## src/rtl/instr_sequencer_pkg.sv

```systemverilog
// instr_sequencer_pkg: opcode, state and instruction types shared by the sequencer slice.
package instr_sequencer_pkg;
  localparam int OPC_W = 3;
  typedef enum logic [OPC_W-1:0] {
    OP_NOP, OP_EXEC, OP_JMP, OP_JZ, OP_CALL, OP_RET, OP_HALT, OP_RSVD
  } opcode_e;
  typedef enum logic [2:0] {
    S_IDLE, S_FETCH, S_DECODE, S_EXEC_WAIT, S_HALTED
  } state_e;
  typedef struct packed {
    opcode_e    opcode;
    logic [4:0] operand;
  } instr_t;
endpackage

```

## src/rtl/instr_sequencer_if.sv

```systemverilog
// instr_sequencer_if: fetch, PC, datapath and status signals around the sequencer.
interface instr_sequencer_if #(parameter int AW = 5) ();
  logic          START;
  logic [AW-1:0] PC_IN;
  logic          IMEM_REQ;
  logic          IMEM_ACK;
  logic [7:0]    IMEM_DATA;
  logic          ZERO_FLAG;
  logic          EXEC_EN;
  logic [AW-1:0] EXEC_ARG;
  logic          EXEC_DONE;
  logic          PC_STEP;
  logic          PC_JMP;
  logic [AW-1:0] PC_JMP_ADDR;
  logic          BUSY;
  logic          HALTED;
  logic          ERR;
  modport master (
    input  START, PC_IN, IMEM_ACK, IMEM_DATA, ZERO_FLAG, EXEC_DONE,
    output IMEM_REQ, EXEC_EN, EXEC_ARG, PC_STEP, PC_JMP, PC_JMP_ADDR, BUSY, HALTED, ERR
  );
  modport slave (
    output START, PC_IN, IMEM_ACK, IMEM_DATA, ZERO_FLAG, EXEC_DONE,
    input  IMEM_REQ, EXEC_EN, EXEC_ARG, PC_STEP, PC_JMP, PC_JMP_ADDR, BUSY, HALTED, ERR
  );
endinterface

```

## src/rtl/instr_sequencer_stack.sv

```systemverilog
// seq_return_stack: LIFO of return addresses; push and pop are never requested together.
module seq_return_stack #(
  parameter int DEPTH = 4,
  parameter int W     = 5
) (
  input  logic         CLK,
  input  logic         RST,
  input  logic         i_push,
  input  logic         i_pop,
  input  logic [W-1:0] i_data,
  output logic [W-1:0] o_top,
  output logic         o_full,
  output logic         o_empty
);
  localparam int PW = $clog2(DEPTH);
  logic [W-1:0] r_mem [DEPTH];
  logic [PW:0]  r_sp;
  logic [PW-1:0] w_top_idx;
  always_ff @(posedge CLK or posedge RST)
    if (RST) r_sp <= '0;
    else if (i_push) r_sp <= r_sp + 1'b1;
    else if (i_pop) r_sp <= r_sp - 1'b1;
  always_ff @(posedge CLK)
    if (i_push) r_mem[r_sp[PW-1:0]] <= i_data;
  assign w_top_idx = r_sp[PW-1:0] - PW'(1);
  assign o_top     = r_mem[w_top_idx];
  assign o_full    = r_sp == (PW+1)'(DEPTH);
  assign o_empty   = r_sp == '0;
endmodule

```

## src/rtl/instr_sequencer.sv

```systemverilog
// instr_sequencer: fetch/decode/execute FSM driving PC step/jump, ALU strobes and a return stack.
module instr_sequencer
  import instr_sequencer_pkg::*;
#(
  parameter int STACK_DEPTH = 4,
  parameter int AW          = 5
) (
  input logic              CLK,
  input logic              RST,
  instr_sequencer_if.master bus
);
  state_e        r_state, w_next;
  instr_t        r_ir;
  logic          w_step, w_jmp, w_exec, w_err, w_push, w_pop, w_full, w_empty;
  logic [AW-1:0] w_addr, w_top, w_arg;
  assign w_arg = AW'(r_ir.operand);
  seq_return_stack #(.DEPTH(STACK_DEPTH), .W(AW)) u_stack (
    .CLK     (CLK),
    .RST     (RST),
    .i_push  (w_push),
    .i_pop   (w_pop),
    .i_data  (bus.PC_IN + AW'(1)),
    .o_top   (w_top),
    .o_full  (w_full),
    .o_empty (w_empty)
  );
  always_ff @(posedge CLK or posedge RST)
    if (RST) begin
      r_state <= S_IDLE;
      r_ir    <= '0;
    end else begin
      r_state <= w_next;
      if (r_state == S_FETCH && bus.IMEM_ACK) r_ir <= instr_t'(bus.IMEM_DATA);
    end
  always_comb begin
    w_next = r_state;
    w_step = 1'b0;
    w_jmp  = 1'b0;
    w_addr = '0;
    w_exec = 1'b0;
    w_err  = 1'b0;
    w_push = 1'b0;
    w_pop  = 1'b0;
    case (r_state)
      S_FETCH: w_next = bus.IMEM_ACK ? S_DECODE : S_FETCH;
      S_EXEC_WAIT: begin
        w_step = bus.EXEC_DONE;
        w_next = bus.EXEC_DONE ? S_FETCH : S_EXEC_WAIT;
      end
      S_DECODE: begin
        w_next = S_FETCH;
        case (r_ir.opcode)
          OP_NOP:  w_step = 1'b1;
          OP_EXEC: begin
            w_exec = 1'b1;
            w_next = S_EXEC_WAIT;
          end
          OP_JMP: begin
            w_jmp  = 1'b1;
            w_addr = w_arg;
          end
          OP_JZ: begin
            w_jmp  = bus.ZERO_FLAG;
            w_step = !bus.ZERO_FLAG;
            w_addr = bus.ZERO_FLAG ? w_arg : '0;
          end
          OP_CALL: begin
            w_err  = w_full;
            w_push = !w_full;
            w_jmp  = !w_full;
            w_addr = w_full ? '0 : w_arg;
            w_next = w_full ? S_HALTED : S_FETCH;
          end
          OP_RET: begin
            w_err  = w_empty;
            w_pop  = !w_empty;
            w_jmp  = !w_empty;
            w_addr = w_empty ? '0 : w_top;
            w_next = w_empty ? S_HALTED : S_FETCH;
          end
          OP_HALT: w_next = S_HALTED;
          OP_RSVD: begin
            w_err  = 1'b1;
            w_step = 1'b1;
          end
        endcase
      end
      default: w_next = bus.START ? S_FETCH : r_state;
    endcase
  end
  assign bus.IMEM_REQ    = r_state == S_FETCH;
  assign bus.BUSY        = !(r_state == S_IDLE || r_state == S_HALTED);
  assign bus.HALTED      = r_state == S_HALTED;
  assign bus.EXEC_EN     = w_exec;
  assign bus.EXEC_ARG    = w_exec ? w_arg : '0;
  assign bus.PC_STEP     = w_step;
  assign bus.PC_JMP      = w_jmp;
  assign bus.PC_JMP_ADDR = w_addr;
  assign bus.ERR         = w_err;
endmodule

```

## src/flat_wrapper.sv

```systemverilog
// flat-port wrapper written by rule: the top's interface ports become plain ports
module instr_sequencer_flat import instr_sequencer_pkg::*;
#(
  parameter int STACK_DEPTH = 4,
  parameter int AW          = 5
)
  (CLK, RST, bus_START, bus_PC_IN, bus_IMEM_ACK, bus_IMEM_DATA, bus_ZERO_FLAG, bus_EXEC_DONE, bus_IMEM_REQ, bus_EXEC_EN, bus_EXEC_ARG, bus_PC_STEP, bus_PC_JMP, bus_PC_JMP_ADDR, bus_BUSY, bus_HALTED, bus_ERR);
  instr_sequencer_if #(.AW(AW)) bus_i ();
  input logic CLK;
  input logic RST;
  input wire logic [$bits(bus_i.START)-1:0] bus_START;
  input wire logic [$bits(bus_i.PC_IN)-1:0] bus_PC_IN;
  input wire logic [$bits(bus_i.IMEM_ACK)-1:0] bus_IMEM_ACK;
  input wire logic [$bits(bus_i.IMEM_DATA)-1:0] bus_IMEM_DATA;
  input wire logic [$bits(bus_i.ZERO_FLAG)-1:0] bus_ZERO_FLAG;
  input wire logic [$bits(bus_i.EXEC_DONE)-1:0] bus_EXEC_DONE;
  output wire logic [$bits(bus_i.IMEM_REQ)-1:0] bus_IMEM_REQ;
  output wire logic [$bits(bus_i.EXEC_EN)-1:0] bus_EXEC_EN;
  output wire logic [$bits(bus_i.EXEC_ARG)-1:0] bus_EXEC_ARG;
  output wire logic [$bits(bus_i.PC_STEP)-1:0] bus_PC_STEP;
  output wire logic [$bits(bus_i.PC_JMP)-1:0] bus_PC_JMP;
  output wire logic [$bits(bus_i.PC_JMP_ADDR)-1:0] bus_PC_JMP_ADDR;
  output wire logic [$bits(bus_i.BUSY)-1:0] bus_BUSY;
  output wire logic [$bits(bus_i.HALTED)-1:0] bus_HALTED;
  output wire logic [$bits(bus_i.ERR)-1:0] bus_ERR;
  assign bus_i.START = bus_START;
  assign bus_i.PC_IN = bus_PC_IN;
  assign bus_i.IMEM_ACK = bus_IMEM_ACK;
  assign bus_i.IMEM_DATA = bus_IMEM_DATA;
  assign bus_i.ZERO_FLAG = bus_ZERO_FLAG;
  assign bus_i.EXEC_DONE = bus_EXEC_DONE;
  assign bus_IMEM_REQ = bus_i.IMEM_REQ;
  assign bus_EXEC_EN = bus_i.EXEC_EN;
  assign bus_EXEC_ARG = bus_i.EXEC_ARG;
  assign bus_PC_STEP = bus_i.PC_STEP;
  assign bus_PC_JMP = bus_i.PC_JMP;
  assign bus_PC_JMP_ADDR = bus_i.PC_JMP_ADDR;
  assign bus_BUSY = bus_i.BUSY;
  assign bus_HALTED = bus_i.HALTED;
  assign bus_ERR = bus_i.ERR;
  instr_sequencer #(.STACK_DEPTH(STACK_DEPTH), .AW(AW)) u_core (.CLK(CLK), .RST(RST), .bus(bus_i));
endmodule
```

## config.mk

```make
export PLATFORM = sky130hd
export DESIGN_NAME = instr_sequencer_flat
export DESIGN_NICKNAME = d
export VERILOG_FILES = /design/src/rtl/instr_sequencer_pkg.sv /design/src/rtl/instr_sequencer_if.sv /design/src/rtl/instr_sequencer_stack.sv /design/src/rtl/instr_sequencer.sv /design/src/flat_wrapper.sv
export SDC_FILE = /design/constraint.sdc
export NUM_CORES = 1
export LEC_CHECK = 0
export BUFFER_PORTS_ARGS = -buffer_cell sky130_fd_sc_hd__buf_2
export CORE_ASPECT_RATIO = 0.8
export CORE_MARGIN = 2
export CORE_UTILIZATION = 54
export CTS_CLUSTER_SIZE = 28
export DETAILED_ROUTE_END_ITERATION = 6
export PLACE_DENSITY = 0.83
export SLEW_MARGIN = 10
export SYNTH_ARGS = -nofsm -noshare
export SYNTH_HDL_FRONTEND = slang
export SYNTH_SLANG_ARGS = --single-unit
```

## constraint.sdc

```tcl
create_clock -name CLK -period 2.6 [get_ports CLK]
set_input_delay 0.52 -clock CLK [delete_from_list [all_inputs] [get_ports CLK]]
set_output_delay 0.52 -clock CLK [all_outputs]
set_load 0.02 [all_outputs]
```

Word level (Yosys, flattened, before mapping)
Memory sizes are Yosys's and may differ from the RTL's. Index checks and enable logic that the tools add are counted.

Bits in registers: 14. Memory bits (writable): 20. Logic and storage cells: 62. Memories kept: 1.

Memory list: u_core.u_stack.r_mem (depth 4, width 5, rd ports 1, clocked after Yosys merged registers in 0, write ports 1, RTL line instr_sequencer_stack.sv:16) `logic [W-1:0] r_mem [DEPTH];`.

Add/sub/neg operators: 4. Eq/ne operators: 12. Muxes and demuxes: 29. Reductions and logical operators: 12.

Operators with widths (count): $mux 5 (5); $pmux 5 s4 (1); $eq 3x3->1 const B (6); $mux 3 (5); $eq 3x2->1 const B (4); $pmux 3 s4 (1); $mux 1 (10); $logic_not 3->1 (3); $pmux 3 s3 (1); $eq 3x1->1 const B (2); $add 5x1->5 const B (1); $logic_not 1->1 (4); $mux 2 (2); $pmux 1 s2 (2); $pmux 1 s4 (1); $reduce_bool 4->1 (1); $add 3x1->3 const B (1); $pmux 1 s3 (1); $sub 3x1->3 const B (1); $reduce_bool 2->1 (1); $reduce_or 2->1 (1); $sub 2x1->2 const B (1); $logic_and 1x1->1 (1); $logic_or 1x1->1 (1).

Longest topological paths before layout
Gate-level depths: netlist of run 1.

Depth in word-level cells: 6. Mapped depth: 10. Gate-level depth less buffers: 9.

Hierarchy
From an unflattened synthesis of run 1, not the netlist that was laid out.

Cell total of the unflattened synthesis: 142. Area, all modules: 1861.8 sq um.

By module, submodules not included: seq_return_stack (instances 1, cells an instance 50, area an instance 967.2 sq um, seq. area each 675.6 sq um); instr_sequencer (instances 1, cells an instance 92, area an instance 894.6 sq um, seq. area each 275.3 sq um).

Worst setup path before layout of run 1
Ideal clock, no wire load.

Path kind: reg-to-reg. Start point: register u_core.u_stack.r_sp[0]. End point: register u_core.u_stack.r_sp[2]. Setup time: 126 ps. Arrival time: 2274 ps. Path slack: 200 ps. Stages on the path, launching flop included: 11. Buffers on the path: 1. Clock period less this slack: 2400 ps. Cells stage by stage: dfrtp_1 > buf_2 > inv_1 > ha_1 > a21oi_1 > and3_1 > inv_1 > fa_1 > nor4_1 > o21ai_1 > xnor2_1.

Cells in the longest elaborated chain, start to end: 5.

Ends and longest elaborated chain: from (decl) (RTL line instr_sequencer_stack.sv:17) `logic [PW:0] r_sp;`; from (signal assigned) (RTL line instr_sequencer_stack.sv:21) `else if (i_push) r_sp <= r_sp + 1'b1;`; from (signal assigned) (RTL line instr_sequencer_stack.sv:22) `else if (i_pop) r_sp <= r_sp - 1'b1;`; branches (longest 5 deep; another with $sub 3x1->3).

Parallel ways; which one is timed is not known. The select of a mux whose other input is x is not followed. A chain may end at the register's enable or synchronous reset.

Worst setup path after layout of run 1
Start point: register u_core.u_stack.r_sp[1]. End point: output bus_PC_JMP_ADDR[1].

Cells in the longest elaborated chain, start to end: 5.

Ends and longest elaborated chain: $sub 2x1->2 (RTL line instr_sequencer_stack.sv:25) `assign w_top_idx = r_sp[PW-1:0] - PW'(1);`; $mem_v2 4x5; $mux 5 (RTL line instr_sequencer.sv:78) `w_addr = w_empty ? '0 : w_top;`; $pmux 5 s4 * (RTL line instr_sequencer.sv:52) `case (r_ir.opcode)`; $mux 5 * (RTL line instr_sequencer.sv:44) `case (r_state)`; to (decl) (RTL line flat_wrapper.sv:22) `output wire logic [$bits(bus_i.PC_JMP_ADDR)-1:0] bus_PC_JMP_ADDR;`.

Every way passes the cells marked *; elsewhere a longest branch is shown, timed or not.

==> results of run 1 <==
[synth_stat cells, drive strengths merged (3+ instances only)]
cell type  instances  area share, %
ha                 5            3.5
nand2b             5            2.3
a21oi              3           0.84
nor2b              3            1.3
xnor2              4            2.0
dfrtp             14             20
inv                8            1.7
mux4               5            6.3
edfxtp            20             33
a22oi              5            2.1
and2              10            3.6
mux2               7            4.6
o21ai              6            1.7
nor2               8            2.1
nand2              5            1.0
[report_power, final]
part | switching [W] | internal (W) | total [W]
clock | 0.000194 | 0.000213 | 0.000406
sequential | 0.000155 | 0.000687 | 0.000842
combinational | 0.000485 | 0.000449 | 0.000934
[logic make-up (layout without fill, tap and decap cells)]
group | count (synthesis) | after routing | synth area share [%]
AND/OR/NAND/NOR | 45 | 45 | 17.2
AO/OA/AOI/OAI | 21 | 21 | 8.86
buffers and inverters | 10 | 52 | 2.58
adder cells (fa/ha/maj) | 6 | 6 | 4.60
XOR/XNOR | 6 | 6 | 2.93
multiplexers | 12 | 12 | 10.9
flip-flops | 34 | 34 | 53.0
[sequential cells by signal, summed over array words and instances, names as in the netlist]
signal	count
u_core.r_state	3
u_core.r_ir	3
u_core.u_stack.r_mem	20
u_core.u_stack.r_sp	3
u_core.w_arg	5
[layout make-up]
class | count | area (sq um)
clock buffers | 6 | 82.6
repair buffers | 36 | 183
clock inverters | 2 | 12.5
fillers | 214 | 1020
multi-input cells | 90 | 800
inverters | 8 | 30.0
well taps | 40 | 50.0
flip-flops and latches | 34 | 952
[worst max path at each step]
| stage | to | cells after the start | startpoint | slack, ps |
|---|---|---|---|---|
| final | bus_PC_JMP_ADDR[1] | 6 | u_core.u_stack.r_sp[1] | 130 |
| after global routing | bus_PC_JMP_ADDR[3] | 6 | u_core.u_stack.r_sp[1] | 20 |
| after CTS | bus_PC_JMP_ADDR[1] | 6 | u_core.u_stack.r_sp[1] | 60 |
| after detailed placement | u_core.u_stack.r_sp[2] | 9 | u_core.u_stack.r_sp[1] | 230 |
| after global placement | u_core.u_stack.r_sp[2] | 9 | u_core.u_stack.r_sp[1] | 360 |
| after floorplan | u_core.u_stack.r_sp[2] | 10 | u_core.u_stack.r_sp[0] | 200 |
[metal layers]
metal / global-route usage [%] / up-vias / routed length (microns)
met4: 10.3 / 0 / 61
met2: 35.4 / 39 / 1960
met1: 26.7 / 610 / 1530
li1: - / 574 / -
met5: 0 / - / 0
met3: 6.31 / 8 / 184
[cells in the final DEF, fill, tap and decap left out, types with 5 or more instances in the layout]
master	count
inv_1	8
clkbuf_8	6
edfxtp_1	20
buf_2	35
and2_1	9
a22oi_1	5
mux2_2	6
nand2_1	5
dfrtp_1	13
mux4_2	5
nor2_1	7
[per-stage QoR]
step | hold WS [ps] | total power (W) | area, sq um | utilization (%) | std cells
final | 259 | 0.00218 | 2110 | 67.4 | 216
after detailed placement | 519 | 0.00177 | 2010 | 64.2 | 208
after global placement | 515 | 0.00170 | 2010 | 64.2 | 208
after CTS | 281 | 0.00217 | 2110 | 67.3 | 216
after global routing | 328 | 0.00230 | 2110 | 67.4 | 216
after floorplan | 409 | 0.00154 | 1790 | - | 134
[repair_timing]
item	CTS	global route
resized for setup	0	2
setup endpoints to repair	0	5
hold endpoints to repair	0	0
==> results.txt, run 1 <==
Chip Height = 55.6 microns
Fin. Hold Viols = 0
setup ws final = 132 ps
period utilisation layout = 94.9%
Avg WL per Cell = 17.3 microns
Final min period = 2470 ps
largest net degree at the start of global routing = 15
Final Slew Violations = 0
worst endpoint data arrival time = 1950 ps
First-pass DRT Iterations = 4
Peak VDD IR = 0.616 mV
Post-DRT Antenna Nets = 0
antenna violations before repair = 0
die width = 68.4 microns
starting density of the core = 57.3%
Post-CTS Setup Inserts = 0
RSZ-0062 raised after global routing = false
Detailed Place HPWL = 2850 microns
Max FO, Critical Path = 5
HP Class = input port to async pin
clock-pin slew on the worst setup and hold paths = 80 ps
Mean Syn Cell Area = 13.4 sq um
CTS Buf Count = 5
Slew headroom = 62.6%
Via density = 5.70
setup violators final = 0
I/O Pins = 36
Netlist cell types = 45
syn nets = 159
Setup Crit Path Kind = flip-flop to primary output
DR iter-0 viols = 46
Yosys warning count = 0
IO buf count = 35
number of synthesized flops with an enable pin = 20
Setup TNS Final = 0 ps
Ant. Diodes = 0
FF+latch count, synth = 34
via count = 1,231
CTS hold repair buffers = 0
CP Buf/Inv Count = 2
Leak = 0.879 nW
R2R Path Start = u_core.u_stack.r_sp[1]
fmax = 405 MHz
grt total ovfl = 0
top_reg_cell synth = edfxtp_1
vias in the first global route = 1,257
FFs w/ async S/R, synth = 41.2%
R2R setup slack = 290 ps
crit-path max cell delay = 410 ps
RD Place Congestion = 0.751
total wire length = 3730 microns
Clk Latency, worst-skew pair = 300 ps
PD cells = 1030 nW/um^2
Worst setup SP type = flip-flop
Reg2Reg Capture Point = u_core.u_stack.r_sp[2]
post-synth design cell area = 1790 sq um
global-route wire length before repair = 5980 microns
Clock Path Buffers = 2
Mapped Cells = 134
htree depth = 2
Least-Margin Pin Slew = 560 ps
outcome = finished clean
CP top delay family = flip-flops
DR DRC count = 0
row cnt = 18
Setup Skew = 11.9 ps
Seq/Total Area, Yosys = 53.0%
Layout Area Growth over Synthesis = 17.6%
layout cells sized above 1 = 40.9%
Max Cap Viol = 0
Setup WS pre-CTS = 226 ps
reg2reg path depth = 9
Crit path required time = 2080 ps
Clock Sinks = 34
clock tree from TritonCTS = done
CORE AREA = 3130 sq um
fin nets = 200
die area = 3800 sq um
CTS Root Cell = clkbuf_8
Overall Global Routing Usage = 22.0%
CP Capture Type = primary output
CP max-delay cell = dfrtp_2
critical-path cell list = inv_1 > ha_2 > mux4_2 > a22oi_1 > nor2_1 > buf_2
No activity file was read; power rests on OpenSTA's default activity.
==> run 2, diff against run 1 <==
CORE_UTILIZATION = 55   (was 54)
PLACE_DENSITY = 0.84   (was 0.83)
SETUP_SLACK_MARGIN = 0.3   (was not set)
clock period = 3 ns   (was 2.6 ns; I/O delays follow)
==> run 2 against run 1 <==
Compared with the run above:
- first-iteration DRC count grew 61%
- largest cell class unchanged
- critical path type unchanged
- sequential power decreased by 14%
- sequential cell count stayed put
- total power is 16% lower
==> results.txt, run 2 (synthesized netlist as in run 1, its figures left out) <==
fin nets = 200 (unchanged)
Post-DRT Antenna Nets = 0 (unchanged)
First-pass DRT Iterations = 4 (unchanged)
starting density of the core = 57.7% (was 57.3%)
layout cells sized above 1 = 40.3% (was 40.9%)
Clock Path Buffers = 2 (unchanged)
Setup WS pre-CTS = 582 ps (was 226 ps)
Chip Height = 55.1 microns (was 55.6 microns)
Via density = 5.51 (was 5.70)
htree depth = 2 (unchanged)
antenna violations before repair = 0 (unchanged)
Layout Area Growth over Synthesis = 17.0% (was 17.6%)
Max FO, Critical Path = 5 (unchanged)
CTS hold repair buffers = 0 (unchanged)
vias in the first global route = 1,104 (was 1,257)
highest-count cells in the layout ignoring fill and taps = 35 x buf_2, 20 x edfxtp_1, 13 x dfrtp_1 (unchanged)
Post-CTS Setup Inserts = 0 (unchanged)
Final min period = 2540 ps
via count = 1,190 (was 1,231)
worst endpoint data arrival time = 1940 ps (was 1950 ps)
total wire length = 3460 microns (was 3730 microns)
Final Slew Violations = 0 (unchanged)
PD cells = 876 nW/um^2 (was 1030 nW/um^2)
Setup Skew = 6.99 ps (was 11.9 ps)
Detailed Place HPWL = 2640 microns (was 2850 microns)
DR DRC count = 0 (unchanged)
Setup TNS Final = 0 ps (unchanged)
row cnt = 18 (unchanged)
period utilisation layout = 84.8%
Crit path required time = 2400 ps (was 2080 ps)
IO buf count = 35 (unchanged)
CTS Buf Count = 5 (unchanged)
Peak VDD IR = 0.510 mV (was 0.616 mV)
setup ws final = 457 ps (was 132 ps)
Setup Crit Path Kind = flip-flop to primary output (unchanged)
Leak = 0.873 nW (was 0.879 nW)
R2R Path Start = u_core.u_stack.r_sp[1] (unchanged)
total power = 0.00184 W (was 0.00218 W)
Overall Global Routing Usage = 20.8% (was 22.0%)
die area = 3740 sq um (was 3800 sq um)
Clk Latency, worst-skew pair = 290 ps (was 300 ps)
Worst setup SP type = flip-flop (unchanged)
CTS Root Cell = clkbuf_8 (unchanged)
I/O Pins = 36 (unchanged)
grt total ovfl = 0 (unchanged)
Core Util, Final = 67.6% (was 67.4%)
global-route wire length before repair = 5200 microns (was 5980 microns)
fmax = 393 MHz
setup violators final = 0 (unchanged)
clock-pin slew on the worst setup and hold paths = 70 ps (was 80 ps)
die width = 67.9 microns (was 68.4 microns)
reg2reg path depth = 9 (unchanged)
clock tree from TritonCTS = done (unchanged)
Clock Sinks = 34 (unchanged)
outcome = finished clean (unchanged)
Max Cap Viol = 0 (unchanged)
RSZ-0062 raised after global routing = false (unchanged)
Slew headroom = 63.3% (was 62.6%)
HP Class = input port to async pin (unchanged)
RD Place Congestion = 0.798 (was 0.751)
Ant. Diodes = 0 (unchanged)
largest net degree at the start of global routing = 15 (unchanged)
CORE AREA = 3110 sq um (was 3130 sq um)
commonest non-fill, non-tap cell in the layout = buf_2 (unchanged)
DR iter-0 viols = 74 (was 46)
number of flip-flops in the largest register = 20 (unchanged)
crit path from = u_core.u_stack.r_sp[1] (unchanged)
Fillers = 222 (was 214)
post_cts resized = 0 (unchanged)
Fin. Hold Viols = 0 (unchanged)
CP Capture Type = primary output (unchanged)
Least-Margin Pin Slew = 550 ps (was 560 ps)
Avg WL per Cell = 16.0 microns (was 17.3 microns)
-- run 2: layout make-up --
cell class / instances / area, sq um / area share (%)
timing repair buffer: 36 / 183 / 8.70
multi-input combinational: 90 / 800 / 38.1
clock buffer: 5 / 68.8 / 3.28
tap: 40 / 50.0 / 2.38
clock inverter: 3 / 16.3 / 0.775
sequential: 34 / 952 / 45.4
inverter: 8 / 30.0 / 1.43
-- run 2: worst max-delay path, cell delays in order (launching register included) --
cell and delay, ps:
dfrtp_2 410, inv_1 90, ha_2 400, mux4_2 310
a22oi_1 190, nor2_1 70, buf_2 170
-- run 2: worst paths after layout --
| check | end | slack [ps] |
|---|---|---|
| setup / recovery | bus_PC_JMP_ADDR[3] | 460 |
| hold / removal | u_core.w_arg[4] | 350 |
| setup reg to reg | u_core.u_stack.r_sp[2] | 670 |
| hold reg to reg | u_core.w_arg[0] | 540 |
| max in group asynchronous | u_core.u_stack.r_sp[1] | 2250 |
| min in group CLK | u_core.r_ir[5] | 520 |
-- run 2: routing by layer --
| layer | track usage [%] | share of wire [%] |
|---|---|---|
| met1 | 25.1 | 44 |
| met2 | 33.8 | 48 |
| met3 | 7.89 | 6.6 |
| met4 | 9.67 | 1.5 |
| met5 | 0 | 0 |
-- run 2: report_power, final --
| part | internal (W) | switching (W) |
|---|---|---|
| Sequential | 0.000595 | 0.000126 |
| Clock | 0.000159 | 0.000163 |
| Combinational | 0.000388 | 0.000408 |
| Total | 0.00114 | 0.000697 |
-- run 2: metrics by stage --
step / hold WS [ps] / instances / area [sq um]
5_1_grt: 386 / 216 / 2100
2_1_floorplan: 489 / 134 / 1790
6_report: 349 / 216 / 2100
3_3_place_gp: 515 / 208 / 2010
3_5_place_dp: 525 / 208 / 2010
4_1_cts: 361 / 216 / 2100
==> run 3, diff against run 2 <==
CORE_UTILIZATION = 49   (was 55)
PLACE_DENSITY = 0.79   (was 0.84)
clock period = 2.1 ns   (was 3 ns; I/O delays follow)
==> run 3 against run 2 <==
Compared with the run above:
- via count up 13%
- sequential power grew 50%
- global-route usage is 2.1 points higher
- register-to-register slack lost 550 ps
- highest routed layer unchanged
- sequential cell count unchanged
- the run now ends with setup timing left
- worst hold slack got worse by 160 ps
- combinational power rose by 140%
- clock skew fell by 1.1 ps
==> results.txt, run 3 (synthesized netlist as in run 1, its figures left out) <==
period utilisation layout = 105%
htree depth = 2 (unchanged)
DR DRC count = 0 (unchanged)
Via density = 5.53 (was 5.51)
setup violators final = 5 (was 0)
antenna violations before repair = 0 (unchanged)
Setup Crit Path Kind = flip-flop to primary output (unchanged)
CTS hold repair buffers = 0 (unchanged)
Leak = 1.05 nW (was 0.873 nW)
DR iter-0 viols = 90 (was 74)
CORE AREA = 3470 sq um (was 3110 sq um)
starting density of the core = 51.7% (was 57.7%)
Max FO, Critical Path = 5 (unchanged)
largest net degree at the start of global routing = 15 (unchanged)
Worst setup SP type = flip-flop (unchanged)
fmax = 454 MHz
Detailed Place HPWL = 2740 microns (was 2640 microns)
RD Place Congestion = 0.864 (was 0.798)
number of flip-flops in the largest register = 20 (unchanged)
CP Capture Type = primary output (unchanged)
vias in the first global route = 1,381 (was 1,104)
clock tree from TritonCTS = done (unchanged)
Crit path required time = 1680 ps (was 2400 ps)
final instance area = 2610 sq um (was 2100 sq um)
CP max-delay cell = dfrtp_2 (unchanged)
failing checks = setup timing
outcome = finished, violations left (was finished clean)
die width = 71.7 microns (was 67.9 microns)
critical-path cell list = inv_4 > ha_4 > mux4_2 > a22oi_2 > nor2_4 > buf_6 (was inv_1 > ha_2 > mux4_2 > a22oi_1 > nor2_1 > buf_2)
I/O Pins = 36 (unchanged)
Post-DRT Antenna Nets = 0 (unchanged)
CTS Root Cell = clkbuf_8 (unchanged)
Final min period = 2200 ps
Overall Global Routing Usage = 23.0% (was 20.8%)
die area = 4160 sq um (was 3740 sq um)
Avg WL per Cell = 18.4 microns (was 16.0 microns)
grt total ovfl = 0 (unchanged)
Placed Area = 2110 sq um (was 2010 sq um)
total wire length = 4450 microns (was 3460 microns)
commonest non-fill, non-tap cell in the layout = buf_6 (was buf_2)
worst endpoint data arrival time = 1780 ps (was 1940 ps)
Final Slew Violations = 0 (unchanged)
Setup Skew = 5.90 ps (was 6.99 ps)
HP Class = input port to async pin (unchanged)
clock-pin slew on the worst setup and hold paths = 70 ps (about the same)
Layout Area Growth over Synthesis = 45.7% (was 17.0%)
PD cells = 1330 nW/um^2 (was 876 nW/um^2)
Fillers = 208 (was 222)
Clock Sinks = 34 (unchanged)
CTS Buf Count = 5 (unchanged)
row cnt = 19 (was 18)
via count = 1,339 (was 1,190)
Peak VDD IR = 0.611 mV (was 0.510 mV)
Setup TNS Final = -278 ps (was 0 ps)
Slew headroom = 60.3% (was 63.3%)
highest-count cells in the layout ignoring fill and taps = 23 x buf_6, 20 x buf_2, 20 x edfxtp_1 (was 35 x buf_2, 20 x edfxtp_1, 13 x dfrtp_1)
Hold WS = 187 ps (was 349 ps)
crit-path max cell delay = 420 ps (was 410 ps)
global-route wire length before repair = 6990 microns (was 5200 microns)
RSZ-0062 raised after global routing = true (was false)
fin nets = 224 (was 200)
First-pass DRT Iterations = 4 (unchanged)
Least-Margin Pin Slew = 595 ps (was 550 ps)
layout cells sized above 1 = 70.0% (was 40.3%)
Fin. Hold Viols = 0 (unchanged)
IO buf count = 35 (unchanged)
Clock Path Buffers = 2 (unchanged)
Ant. Diodes = 0 (unchanged)
Clk Latency, worst-skew pair = 290 ps (about the same)
Max Cap Viol = 0 (unchanged)
setup ws final = -101 ps (was 457 ps)
Chip Height = 58.1 microns (was 55.1 microns)
## run 3: changes by cell type in the layout (fill, tap and decap cells not counted), moves of 7 or more
cell,delta
and2_1,-9
buf_4,+15
buf_6,+23
nor2_1,-7
buf_2,-15
## run 3: final cells by class
type	instances	area, sq um	area share [%]
Sequential cell	34	958	36.7
Multi-Input combinational cell	90	985	37.7
Clock inverter	2	10.0	0.383
Timing Repair Buffer	60	499	19.1
Tap cell	42	52.6	2.01
Inverter	8	36.3	1.39
Clock buffer	6	72.6	2.78
## run 3: critical path: cells and delay by family, from the launching register on
| family | cells | cell delay, ps |
|---|---|---|
| AO/OA/AOI/OAI | 1 | 220 |
| AND/OR/NAND/NOR | 1 | 50 |
| adder cells (fa/ha/maj) | 1 | 300 |
| buffers and inverters | 2 | 190 |
| flip-flops | 1 | 420 |
| multiplexers | 1 | 320 |
## run 3: what timing repair did
item / CTS / global route
hold endpoints to repair: 0 / 0
buffers inserted: 16 / 6
endpoints found under the setup margin: 16 / 37
gates resized for setup: 57 / 17
pin swaps: 16 / 12
## run 3: worst paths after layout
check,from,to,slack [ps],cells after the start
hold / removal,RST,u_core.r_state[1],190,2
setup reg to reg,u_core.r_state[2],u_core.u_stack.r_sp[2],120,8
max in group asynchronous,RST,u_core.r_ir[6],1490,2
hold reg to reg,u_core.w_arg[1],u_core.w_arg[1],590,1
setup / recovery,u_core.u_stack.r_sp[0],bus_PC_JMP_ADDR[3],-100,6
min in group CLK,bus_IMEM_DATA[7],u_core.r_ir[7],330,3
## run 3: where the power goes
part           internal [W]  leakage [nW]  switching, W
combinational       0.00102         0.662      0.000894
sequential         0.000859         0.342      0.000221
clock              0.000230        0.0450      0.000244
total               0.00211          1.05       0.00136
## run 3: metal layers
metal	vias up	GRT usage, %	part of all wire [%]
li1	618	-	-
met1	670	29.4	42
met2	43	39.3	53
met3	8	5.22	4.3
met4	0	7.01	1.2
met5	-	0	0
## run 3: metrics by stage
stage	power (W)	utilization [%]	instances	setup slack (ps)
final	0.00347	75.3	242	-101
after detailed placement	0.00237	60.9	212	12.1
after floorplan	0.00208	-	134	50.8
after CTS	0.00323	72.0	236	-140
after global routing	0.00365	75.3	242	-155
after global placement	0.00231	60.9	212	127
